### config.mk
export PLATFORM = sky130hd
export DESIGN_NAME = keypad_time_entry
export DESIGN_NICKNAME = d
export VERILOG_FILES = /design/src/rtl/kte_pkg.sv /design/src/rtl/keypad_scanner.sv /design/src/rtl/keypad_time_entry.sv
export SDC_FILE = /design/constraint.sdc
export NUM_CORES = 1
export LEC_CHECK = 0
export CAP_MARGIN = 5
export CORE_MARGIN = 2
export CORE_UTILIZATION = 60
export DETAILED_ROUTE_END_ITERATION = 10
export GPL_ROUTABILITY_DRIVEN = 0
export MAX_ROUTING_LAYER = met4
export PLACE_DENSITY = 0.84
export SKIP_CTS_REPAIR_TIMING = 1
export SLEW_MARGIN = 20
export SYNTH_ARGS = -nofsm -noshare
export SYNTH_HDL_FRONTEND = slang
export SYNTH_SLANG_ARGS = --single-unit
### constraint.sdc
create_clock -name clk -period 7.9 [get_ports clk]
set_input_delay 1.58 -clock clk [delete_from_list [all_inputs] [get_ports clk]]
set_output_delay 1.58 -clock clk [all_outputs]
set_load 0.01 [all_outputs]
### src/rtl/kte_pkg.sv
// Shared definitions for the keypad time-entry block: key codes, scanner
// states, BCD buffer slot indices and the keypad map.
package kte_pkg;

    localparam int unsigned KEY_W      = 4;
    localparam int unsigned PTR_W      = 3;
    localparam int unsigned LINE_W     = 4;
    localparam int unsigned NUM_SLOTS  = 6;
    localparam int unsigned DIGITS_HMS = 6;
    localparam int unsigned DIGITS_MS  = 4;

    localparam logic [KEY_W-1:0] KEY_A    = 4'd10;
    localparam logic [KEY_W-1:0] KEY_B    = 4'd11;
    localparam logic [KEY_W-1:0] KEY_C    = 4'd12;
    localparam logic [KEY_W-1:0] KEY_D    = 4'd13;
    localparam logic [KEY_W-1:0] KEY_STAR = 4'd14;
    localparam logic [KEY_W-1:0] KEY_HASH = 4'd15;
    localparam logic [KEY_W-1:0] KEY_MAX_DIGIT = 4'd9;

    typedef enum logic [2:0] {
        ST_IDLE,
        ST_SCAN,
        ST_DEBOUNCE,
        ST_HELD,
        ST_RELEASE
    } scan_state_e;

    localparam logic [PTR_W-1:0] SLOT_H1 = 3'd0;
    localparam logic [PTR_W-1:0] SLOT_H0 = 3'd1;
    localparam logic [PTR_W-1:0] SLOT_M1 = 3'd2;
    localparam logic [PTR_W-1:0] SLOT_M0 = 3'd3;
    localparam logic [PTR_W-1:0] SLOT_S1 = 3'd4;
    localparam logic [PTR_W-1:0] SLOT_S0 = 3'd5;

    // Lowest-index active-low row wins when several rows are pulled low.
    function automatic logic [1:0] lowest_row(input logic [LINE_W-1:0] r);
        logic [1:0] idx;
        if (!r[0])      idx = 2'd0;
        else if (!r[1]) idx = 2'd1;
        else if (!r[2]) idx = 2'd2;
        else            idx = 2'd3;
        return idx;
    endfunction

    function automatic logic [KEY_W-1:0] key_lookup(input logic [1:0] r, input logic [1:0] c);
        logic [KEY_W-1:0] code;
        case ({r, c})
            4'b00_00: code = 4'd1;
            4'b00_01: code = 4'd2;
            4'b00_10: code = 4'd3;
            4'b00_11: code = KEY_A;
            4'b01_00: code = 4'd4;
            4'b01_01: code = 4'd5;
            4'b01_10: code = 4'd6;
            4'b01_11: code = KEY_B;
            4'b10_00: code = 4'd7;
            4'b10_01: code = 4'd8;
            4'b10_10: code = 4'd9;
            4'b10_11: code = KEY_C;
            4'b11_00: code = KEY_STAR;
            4'b11_01: code = 4'd0;
            4'b11_10: code = KEY_HASH;
            default:  code = KEY_D;
        endcase
        return code;
    endfunction

endpackage

### src/rtl/keypad_scanner.sv
// Column scanner with row synchroniser and slot-based press/release debounce;
// emits one event per accepted press.
module keypad_scanner
    import kte_pkg::*;
#(
    parameter int unsigned SCAN_DIV  = 100000,
    parameter int unsigned DEB_SLOTS = 5
) (
    input  logic              clk,
    input  logic              rst,
    input  logic              en,
    input  logic [LINE_W-1:0] row,
    output logic [LINE_W-1:0] col,
    output logic              key_valid,
    output logic [KEY_W-1:0]  key_code,
    output logic              key_hit_c,
    output logic [KEY_W-1:0]  key_hit_code_c
);

    localparam int unsigned DIV_W = (SCAN_DIV > 1) ? $clog2(SCAN_DIV) : 1;
    localparam int unsigned DEB_W = (DEB_SLOTS > 1) ? $clog2(DEB_SLOTS + 1) : 1;
    localparam logic [DIV_W-1:0] DIV_LAST = DIV_W'(SCAN_DIV - 1);
    localparam logic [DEB_W-1:0] DEB_LAST = DEB_W'(DEB_SLOTS - 1);

    scan_state_e       state_q, state_d;
    logic [LINE_W-1:0] row_m_q, row_s_q;
    logic [DIV_W-1:0]  div_q, div_d;
    logic [1:0]        col_idx_q, col_idx_d;
    logic [LINE_W-1:0] pat_q, pat_d;
    logic [DEB_W-1:0]  cnt_q, cnt_d;
    logic [KEY_W-1:0]  code_q, code_d;
    logic [LINE_W-1:0] col_q, col_d;
    logic              key_valid_q;
    logic [KEY_W-1:0]  key_code_q;
    logic              sample;

    always_ff @(posedge clk or posedge rst) begin
        if (rst) begin
            state_q     <= ST_IDLE;
            row_m_q     <= '1;
            row_s_q     <= '1;
            div_q       <= '0;
            col_idx_q   <= '0;
            pat_q       <= '1;
            cnt_q       <= '0;
            code_q      <= '0;
            col_q       <= '1;
            key_valid_q <= 1'b0;
            key_code_q  <= '0;
        end else begin
            state_q     <= state_d;
            row_m_q     <= row;
            row_s_q     <= row_m_q;
            div_q       <= div_d;
            col_idx_q   <= col_idx_d;
            pat_q       <= pat_d;
            cnt_q       <= cnt_d;
            code_q      <= code_d;
            col_q       <= col_d;
            key_valid_q <= key_hit_c;
            if (key_hit_c) key_code_q <= key_hit_code_c;
        end
    end

    // Row is only examined on the last cycle of each column slot.
    always_comb begin
        state_d   = state_q;
        col_idx_d = col_idx_q;
        pat_d     = pat_q;
        cnt_d     = cnt_q;
        code_d    = code_q;
        key_hit_c = 1'b0;
        sample    = (div_q == DIV_LAST);
        div_d     = sample ? '0 : div_q + DIV_W'(1);

        case (state_q)
            ST_IDLE: begin
                div_d = '0;
                if (en) begin
                    state_d   = ST_SCAN;
                    col_idx_d = 2'd0;
                end
            end
            ST_SCAN: begin
                if (sample) begin
                    if (row_s_q != '1) begin
                        pat_d  = row_s_q;
                        code_d = key_lookup(lowest_row(row_s_q), col_idx_q);
                        if (DEB_SLOTS <= 1) begin
                            state_d   = ST_HELD;
                            key_hit_c = 1'b1;
                            cnt_d     = '0;
                        end else begin
                            state_d = ST_DEBOUNCE;
                            cnt_d   = DEB_W'(1);
                        end
                    end else begin
                        col_idx_d = col_idx_q + 2'd1;
                    end
                end
            end
            ST_DEBOUNCE: begin
                if (sample) begin
                    if (row_s_q == pat_q) begin
                        if (cnt_q == DEB_LAST) begin
                            state_d   = ST_HELD;
                            key_hit_c = 1'b1;
                            cnt_d     = '0;
                        end else begin
                            cnt_d = cnt_q + DEB_W'(1);
                        end
                    end else begin
                        state_d   = ST_SCAN;
                        col_idx_d = col_idx_q + 2'd1;
                    end
                end
            end
            ST_HELD: begin
                if (sample) begin
                    if (row_s_q == '1) begin
                        if (cnt_q == DEB_LAST) begin
                            state_d = ST_RELEASE;
                            cnt_d   = '0;
                        end else begin
                            cnt_d = cnt_q + DEB_W'(1);
                        end
                    end else begin
                        cnt_d = '0;
                    end
                end
            end
            ST_RELEASE: begin
                state_d   = ST_SCAN;
                col_idx_d = col_idx_q + 2'd1;
                div_d     = '0;
            end
            default: state_d = ST_IDLE;
        endcase

        if (!en) begin
            state_d   = ST_IDLE;
            div_d     = '0;
            key_hit_c = 1'b0;
        end

        col_d          = (state_d == ST_IDLE) ? '1 : ~(LINE_W'(1) << col_idx_d);
        key_hit_code_c = code_d;
    end

    assign col       = col_q;
    assign key_valid = key_valid_q;
    assign key_code  = key_code_q;

endmodule

### src/rtl/keypad_time_entry.sv
// Keypad time entry: scanner events drive a validated BCD hh:mm:ss / mm:ss
// buffer with clear (*) and backspace (#).
module keypad_time_entry
    import kte_pkg::*;
#(
    parameter int unsigned SCAN_DIV  = 100000,
    parameter int unsigned DEB_SLOTS = 5
) (
    input  logic              clk,
    input  logic              rst,
    input  logic              en,
    input  logic              mode,
    input  logic [LINE_W-1:0] row,
    output logic [LINE_W-1:0] col,
    output logic [KEY_W-1:0]  h1,
    output logic [KEY_W-1:0]  h0,
    output logic [KEY_W-1:0]  m1,
    output logic [KEY_W-1:0]  m0,
    output logic [KEY_W-1:0]  s1,
    output logic [KEY_W-1:0]  s0,
    output logic              key_valid,
    output logic [KEY_W-1:0]  key_code,
    output logic              key_err,
    output logic [PTR_W-1:0]  digit_ptr,
    output logic              done
);

    logic              hit;
    logic [KEY_W-1:0]  hit_code;
    logic [KEY_W-1:0]  dig_q [NUM_SLOTS];
    logic [KEY_W-1:0]  dig_d [NUM_SLOTS];
    logic [PTR_W-1:0]  ptr_q, ptr_d;
    logic              done_q, done_d;
    logic              err_q, err_d;
    logic              en_q, mode_q;
    logic              clr;
    logic              full;
    logic [PTR_W-1:0]  n_dig, base, slot, prev_slot;
    logic [KEY_W-1:0]  limit;

    keypad_scanner #(
        .SCAN_DIV  (SCAN_DIV),
        .DEB_SLOTS (DEB_SLOTS)
    ) u_scan (
        .clk            (clk),
        .rst            (rst),
        .en             (en),
        .row            (row),
        .col            (col),
        .key_valid      (key_valid),
        .key_code       (key_code),
        .key_hit_c      (hit),
        .key_hit_code_c (hit_code)
    );

    always_ff @(posedge clk or posedge rst) begin
        if (rst) begin
            for (int unsigned i = 0; i < NUM_SLOTS; i++) dig_q[i] <= '0;
            ptr_q  <= '0;
            done_q <= 1'b0;
            err_q  <= 1'b0;
            en_q   <= 1'b0;
            mode_q <= 1'b0;
        end else begin
            dig_q  <= dig_d;
            ptr_q  <= ptr_d;
            done_q <= done_d;
            err_q  <= err_d;
            en_q   <= en;
            mode_q <= mode;
        end
    end

    // mm:ss entry uses the upper four slots, so the write slot is offset by two.
    always_comb begin
        dig_d     = dig_q;
        ptr_d     = ptr_q;
        err_d     = 1'b0;
        clr       = (en && !en_q) || (mode != mode_q);
        n_dig     = mode ? PTR_W'(DIGITS_HMS) : PTR_W'(DIGITS_MS);
        base      = mode ? SLOT_H1 : SLOT_M1;
        slot      = base + ptr_q;
        prev_slot = slot - PTR_W'(1);
        full      = (ptr_q == n_dig);

        case (slot)
            SLOT_H1:          limit = 4'd2;
            SLOT_H0:          limit = (dig_q[SLOT_H1] == 4'd2) ? 4'd3 : 4'd9;
            SLOT_M1, SLOT_S1: limit = 4'd5;
            default:          limit = 4'd9;
        endcase

        if (clr) begin
            for (int unsigned i = 0; i < NUM_SLOTS; i++) dig_d[i] = '0;
            ptr_d = '0;
        end else if (hit) begin
            if (hit_code <= KEY_MAX_DIGIT) begin
                if (full || (hit_code > limit)) begin
                    err_d = 1'b1;
                end else begin
                    for (int unsigned i = 0; i < NUM_SLOTS; i++)
                        if (PTR_W'(i) == slot) dig_d[i] = hit_code;
                    ptr_d = ptr_q + PTR_W'(1);
                end
            end else if (hit_code == KEY_STAR) begin
                for (int unsigned i = 0; i < NUM_SLOTS; i++) dig_d[i] = '0;
                ptr_d = '0;
            end else if ((hit_code == KEY_HASH) && (ptr_q != '0)) begin
                for (int unsigned i = 0; i < NUM_SLOTS; i++)
                    if (PTR_W'(i) == prev_slot) dig_d[i] = '0;
                ptr_d = ptr_q - PTR_W'(1);
            end
        end

        done_d = (ptr_d == n_dig);
    end

    assign h1        = dig_q[SLOT_H1];
    assign h0        = dig_q[SLOT_H0];
    assign m1        = dig_q[SLOT_M1];
    assign m0        = dig_q[SLOT_M0];
    assign s1        = dig_q[SLOT_S1];
    assign s0        = dig_q[SLOT_S0];
    assign digit_ptr = ptr_q;
    assign done      = done_q;
    assign key_err   = err_q;

endmodule

After elaboration in Yosys (flattened, before gate mapping)
Memories as Yosys holds them, arrays and structs flattened.
Cells that the tools add are included.
Cells by class
  $add $sub $neg: 7
  $lt $le $gt $ge: 2
  equal/unequal tests: 40
  shifts and indexed selects: 1
  mux-type cells: 74
  bitwise gates (word level): 1
  reductions and logical operators: 29
Operators with widths (number)
  $mux W24: 6
  $mux W4: 17
  $mux W3: 22
  $mux W17: 3
  $reduce_and A5 Y1: 6
  $reduce_bool A4 Y1: 7
  $mux W2: 12
  $ne A3 B2 Y1 const B: 6
  $add A17 B1 Y17 const B: 1
  $eq A17 B17 Y1 const B: 1
  $eq A2 B3 Y1 const A: 4
  $eq A3 B3 Y1 const A: 4
  $eq A4 B4 Y1 const B: 3
  $logic_not A3 Y1: 4
  $pmux W3 S4: 1
  $pmux W4 S3: 1
  $mux W1: 10
  $ne A2 B1 Y1 const B: 5
  $eq A3 B2 Y1 const B: 3
  $eq A3 B3 Y1 const B: 3
  $pmux W3 S3: 1
  $pmux W2 S4: 1
  $add A3 B1 Y3 const B: 2
  $eq A1 B3 Y1 const A: 2
  22 further kinds: 29
Storage, ports and cells
  register bits after elaboration: 81
  memory bits (read-only): 64
  output and inout port bits: 38
  memories: 1
Memory list
  (no name shown): words 16, width 4, read ports 1, clocked after memory_dff 0, write ports 0, RTL line kte_pkg.sv:47  | case ({r, c})

Depth between registers and ports, before layout
An unclocked memory read counts as a cell.
  depth in word-level cells: 18
  mapped depth: 17

By module
From an unflattened synthesis, not the netlist that was laid out.
Second synthesis, totals
  cells, all modules: 407
  area, all modules: 4320.4 um^2
By module, submodules not included
  keypad_scanner: instances 1, cells an instance 230, area an instance 2469.9 um^2, seq. area each 1271.2 um^2
  keypad_time_entry: instances 1, cells an instance 177, area an instance 1850.5 um^2, seq. area each 775.7 um^2

Least setup slack after synthesis
Ideal clock, no wire load.
  kind: input port to flip-flop
  from: in mode
  to: reg dig_q, in the netlist h0[0]
  library setup time: 0.125 ns
  data arrival time: 4.088 ns
  setup slack: 3.687 ns
  stages on the path: 14
  buffers on the path: 0
  path through: inv_1 -> ha_1 -> xnor2_1 -> nor2b_1 -> o21ai_0 -> ha_1 -> nor2b_1 -> o21ai_0 -> a21oi_1 -> a21oi_1 -> or2_2 -> o311ai_4 -> a21oi_2 -> mux2_2
Between the ends
  word-level cells in the longest chain between the ends: 9
  elaborated cells on any way between the ends: 24
  those cells by class: add/sub: 2; order compare: 1; eq/ne: 9; mux: 4; reduce/logical: 8
Ends and longest elaborated chain
  start, declared: RTL line keypad_time_entry.sv:12  | input logic mode,
  $mux W2: RTL line keypad_time_entry.sv:81  | base = mode ? SLOT_H1 : SLOT_M1;
  $add A2 B3 Y3: RTL line keypad_time_entry.sv:82  | slot = base + ptr_q;
  $eq A3 B2 Y1 / $eq A3 B3 Y1 (equally long branches): RTL line keypad_time_entry.sv:86  | case (slot)
  $reduce_or A2 Y1: RTL line keypad_time_entry.sv:86
  $pmux W4 S3: RTL line keypad_time_entry.sv:86
  $gt A4 B4 Y1: RTL line keypad_time_entry.sv:98  | if (full || (hit_code > limit)) begin
  $logic_or A1 B1 Y1: RTL line keypad_time_entry.sv:98
  $ne A3 B3 Y1 (no line)
  $reduce_and A5 Y1 (no line)
  end signal, assigned: RTL line keypad_time_entry.sv:65  | dig_q <= dig_d;
  end, declared: RTL line keypad_time_entry.sv:30  | logic [KEY_W-1:0] dig_q [NUM_SLOTS];
Parallel ways exist; a longest one is shown, timed or not.
A chain may end at the register's enable or synchronous reset.

Final worst setup path
  from: in mode
  to: reg dig_q, in the netlist m0[3]
Same word-level chain as after synthesis.

==> results.sh <==
export IMPL_grt_use_total_pct=26.3
export IMPL_reg2reg_depth=14
export IMPL_max_stage_delay_ps=510
export IMPL_drcViolationCount=0
export IMPL_synthFlopType="dfrtp_1"
export IMPL_fin_skew_ps=9.49
export IMPL_start_util_pct=61.0
export IMPL_ant_nets=0
export IMPL_place_area_sq_um=4880
export IMPL_wl_met3_um=500
export IMPL_crit_family="compound AO/OA/AOI/OAI gates"
export IMPL_crit_slowest_cell="clkdlybuf4s50_1"
export IMPL_status="completed"
export IMPL_syn_area_per_cell_sq_um=10.1
export IMPL_drive_gt1_share_pct=16.5
export IMPL_hold_viol=0
export IMPL_cp_max_fo=5
export IMPL_grt_pass1_wl_um=15400
export IMPL_dieArea_sq_um=7960
export IMPL_cts_tree="yes"
export IMPL_finalSetupViolCount=0
export IMPL_end_kind="flop"
export IMPL_vdd_drop_max_uv=110
export IMPL_worstPathRequired_ps=8150
export IMPL_yosysWarnings=0
export IMPL_via_per_inst=5.85
export IMPL_diodes=0
export IMPL_critPathKind="input pin to flop"
export IMPL_met1Wirelength_um=4160
export IMPL_maxSlewViolCount=0
export IMPL_core_area_sq_um=7140
export IMPL_dr_first_iter_drc_count=211
export IMPL_final_nets=499
export IMPL_syn_to_final_growth_pct=16.3
export IMPL_yosysSeqAreaShare_pct=47.0
export IMPL_root_buffer="clkbuf_8"
export IMPL_async_flop_share_pct=100
export IMPL_fin_crit_ps=4910
export IMPL_die_w_um=89.2
export IMPL_power_mw=0.765
export IMPL_io_buffers=45
export IMPL_fillers=526
export IMPL_fmax_ghz=0.204
export IMPL_post_route_util_pct=71.0
export IMPL_cts_sinks=81
export IMPL_die_y_um=89.2
export IMPL_syn_num_nets=454
export IMPL_io_pins=46
export IMPL_maxSlewHeadroom_pct=31.5
export IMPL_rows=31
export IMPL_layout_common_cells="dfrtp_1, clkdlybuf4s50_1, nor2_1"
export IMPL_syn_area_sq_um=4360
export IMPL_clockBufferDepth=2
export IMPL_crit_path_cell_trace="clkdlybuf4s50_1 -> inv_1 -> ha_1 -> xnor2_1 -> nor2b_1 -> o21ai_0 -> ha_1 -> nor2b_1 -> o21ai_0 -> a21oi_1 -> a21oi_1 -> or2_2 -> o311ai_4 -> a21oi_2 -> mux2_2"
export IMPL_fin_area_sq_um=5060
export IMPL_rsz0062_at_grt="false"
export IMPL_crit_arrival_ps=5160
export IMPL_place_hpwl_um=6410
export IMPL_via_count=3388
export IMPL_top_layer_used="met4"
export IMPL_wire_per_inst_um=16.1
export IMPL_dr_pass1_iters=5
export IMPL_startpoint_type="input pin"
export IMPL_clk_pin_slew_ps=80
export IMPL_numCtsBuffers=9
export IMPL_syn_inst=430
export IMPL_grt_max_degree=82
export IMPL_wl_um=9310
export IMPL_ys_types=61
export IMPL_synth_edff_count=0
export IMPL_path_depth=15
export IMPL_hold_depth=0
export IMPL_powerDensity_nw_per_um2=151
export IMPL_p_leak_nw=2.24
export IMPL_finalCritPeriodShare_pct=62.2
export IMPL_wl_met2_um=4480
export IMPL_h_tree_depth=3
export IMPL_antenna_found_initial=0
export IMPL_min_path_type="flop to flop"
export IMPL_grt_pass1_vias=3226
export IMPL_mostFrequentLayoutCell="dfrtp_1"
export IMPL_tns_ps=0
export IMPL_cp_num_buf_inv=2
export IMPL_drv_cap=0
export IMPL_tightest_slew_ps=1020
export IMPL_ys_ff_latch=81
export IMPL_insertion_delay_ps=360
export IMPL_grt_remaining_overflow=0
cell usage after synthesis (9+ instances only):
cell type	count	area (sq um)
nor2_1	44	165
dfrtp_1	65	1630
o21ai_0	25	125
xnor2_1	12	105
a21oi_1	14	70.1
xor2_1	9	78.8
nand3_1	9	45.0
dfstp_2	16	420
ha_1	16	200
mux2_2	27	304
inv_1	22	82.6
nand4_1	12	75.1
nand2_1	39	146
clkbuf_1	10	37.5
routing by layer:
| metal | vias up | global-route usage [%] |
|---|---|---|
| li1 | 1617 | - |
| met1 | 1641 | 35.4 |
| met2 | 110 | 39.5 |
| met3 | 20 | 5.72 |
| met4 | 0 | 9.50 |
| met5 | - | - |
stage by stage:
step / cells / hold slack (ps) / worst slack (ps)
floorplan: 430 / 345 / 3690
global placement: 563 / 347 / 2920
detailed placement: 563 / 347 / 2700
CTS: 579 / 363 / 3070
global route: 579 / 365 / 2860
finish: 579 / 362 / 2990
cell type report:
class | instances | area, sq um | share of cell area [%]
multi-input cells | 314 | 2160 | 42.7
flip-flops and latches | 81 | 2050 | 40.4
inverters | 22 | 82.6 | 1.63
clock buffers | 10 | 138 | 2.72
well taps | 99 | 124 | 2.45
clock inverters | 6 | 41.3 | 0.815
repair buffers | 47 | 469 | 9.27
cell families after synthesis:
family	Yosys count	synth area share [%]
AND/OR/NAND/NOR	163	19.1
buffers and inverters	35	3.36
AO/OA/AOI/OAI	82	13.5
flip-flops	81	47.0
multiplexers	32	8.19
XOR/XNOR	21	4.22
adder cells (fa/ha/maj)	16	4.60
final timing paths:
check | startpoint | end | slack (ps)
worst max-delay path | mode | m0[3]$_DFFE_PP0P_ | 2990
worst min-delay path | u_scan.row_m_q[2]$_DFF_PP1_ | u_scan.row_s_q[2]$_DFF_PP1_ | 360
worst max register to register | u_scan.div_q[5]$_DFF_PP0_ | m0[3]$_DFFE_PP0P_ | 3390
worst min register to register | u_scan.row_m_q[2]$_DFF_PP1_ | u_scan.row_s_q[2]$_DFF_PP1_ | 360
max in group asynchronous | rst | u_scan.col_idx_q[0]$_DFF_PP0_ | 5690
min in group asynchronous | rst | u_scan.div_q[10]$_DFF_PP0_ | 1720
report_power, final:
| part | total, mW | internal, mW | switching [mW] |
|---|---|---|---|
| sequential | 0.425 | 0.420 | 0.00477 |
| combinational | 0.0608 | 0.0234 | 0.0374 |
| clock | 0.280 | 0.123 | 0.156 |
registers in the layout, indices dropped and copies added, names as in the netlist, 4 cells and up:
register and cells:
h0 4, h1 4, m0 4, m1 4, s0 4, s1 4
u_scan.code_q 4, u_scan.col 4, u_scan.div_q 17, u_scan.key_code 4, u_scan.pat_q 4, u_scan.row_m_q 4
u_scan.row_s_q 4
Note: power is estimated with default switching activity, not from simulation.
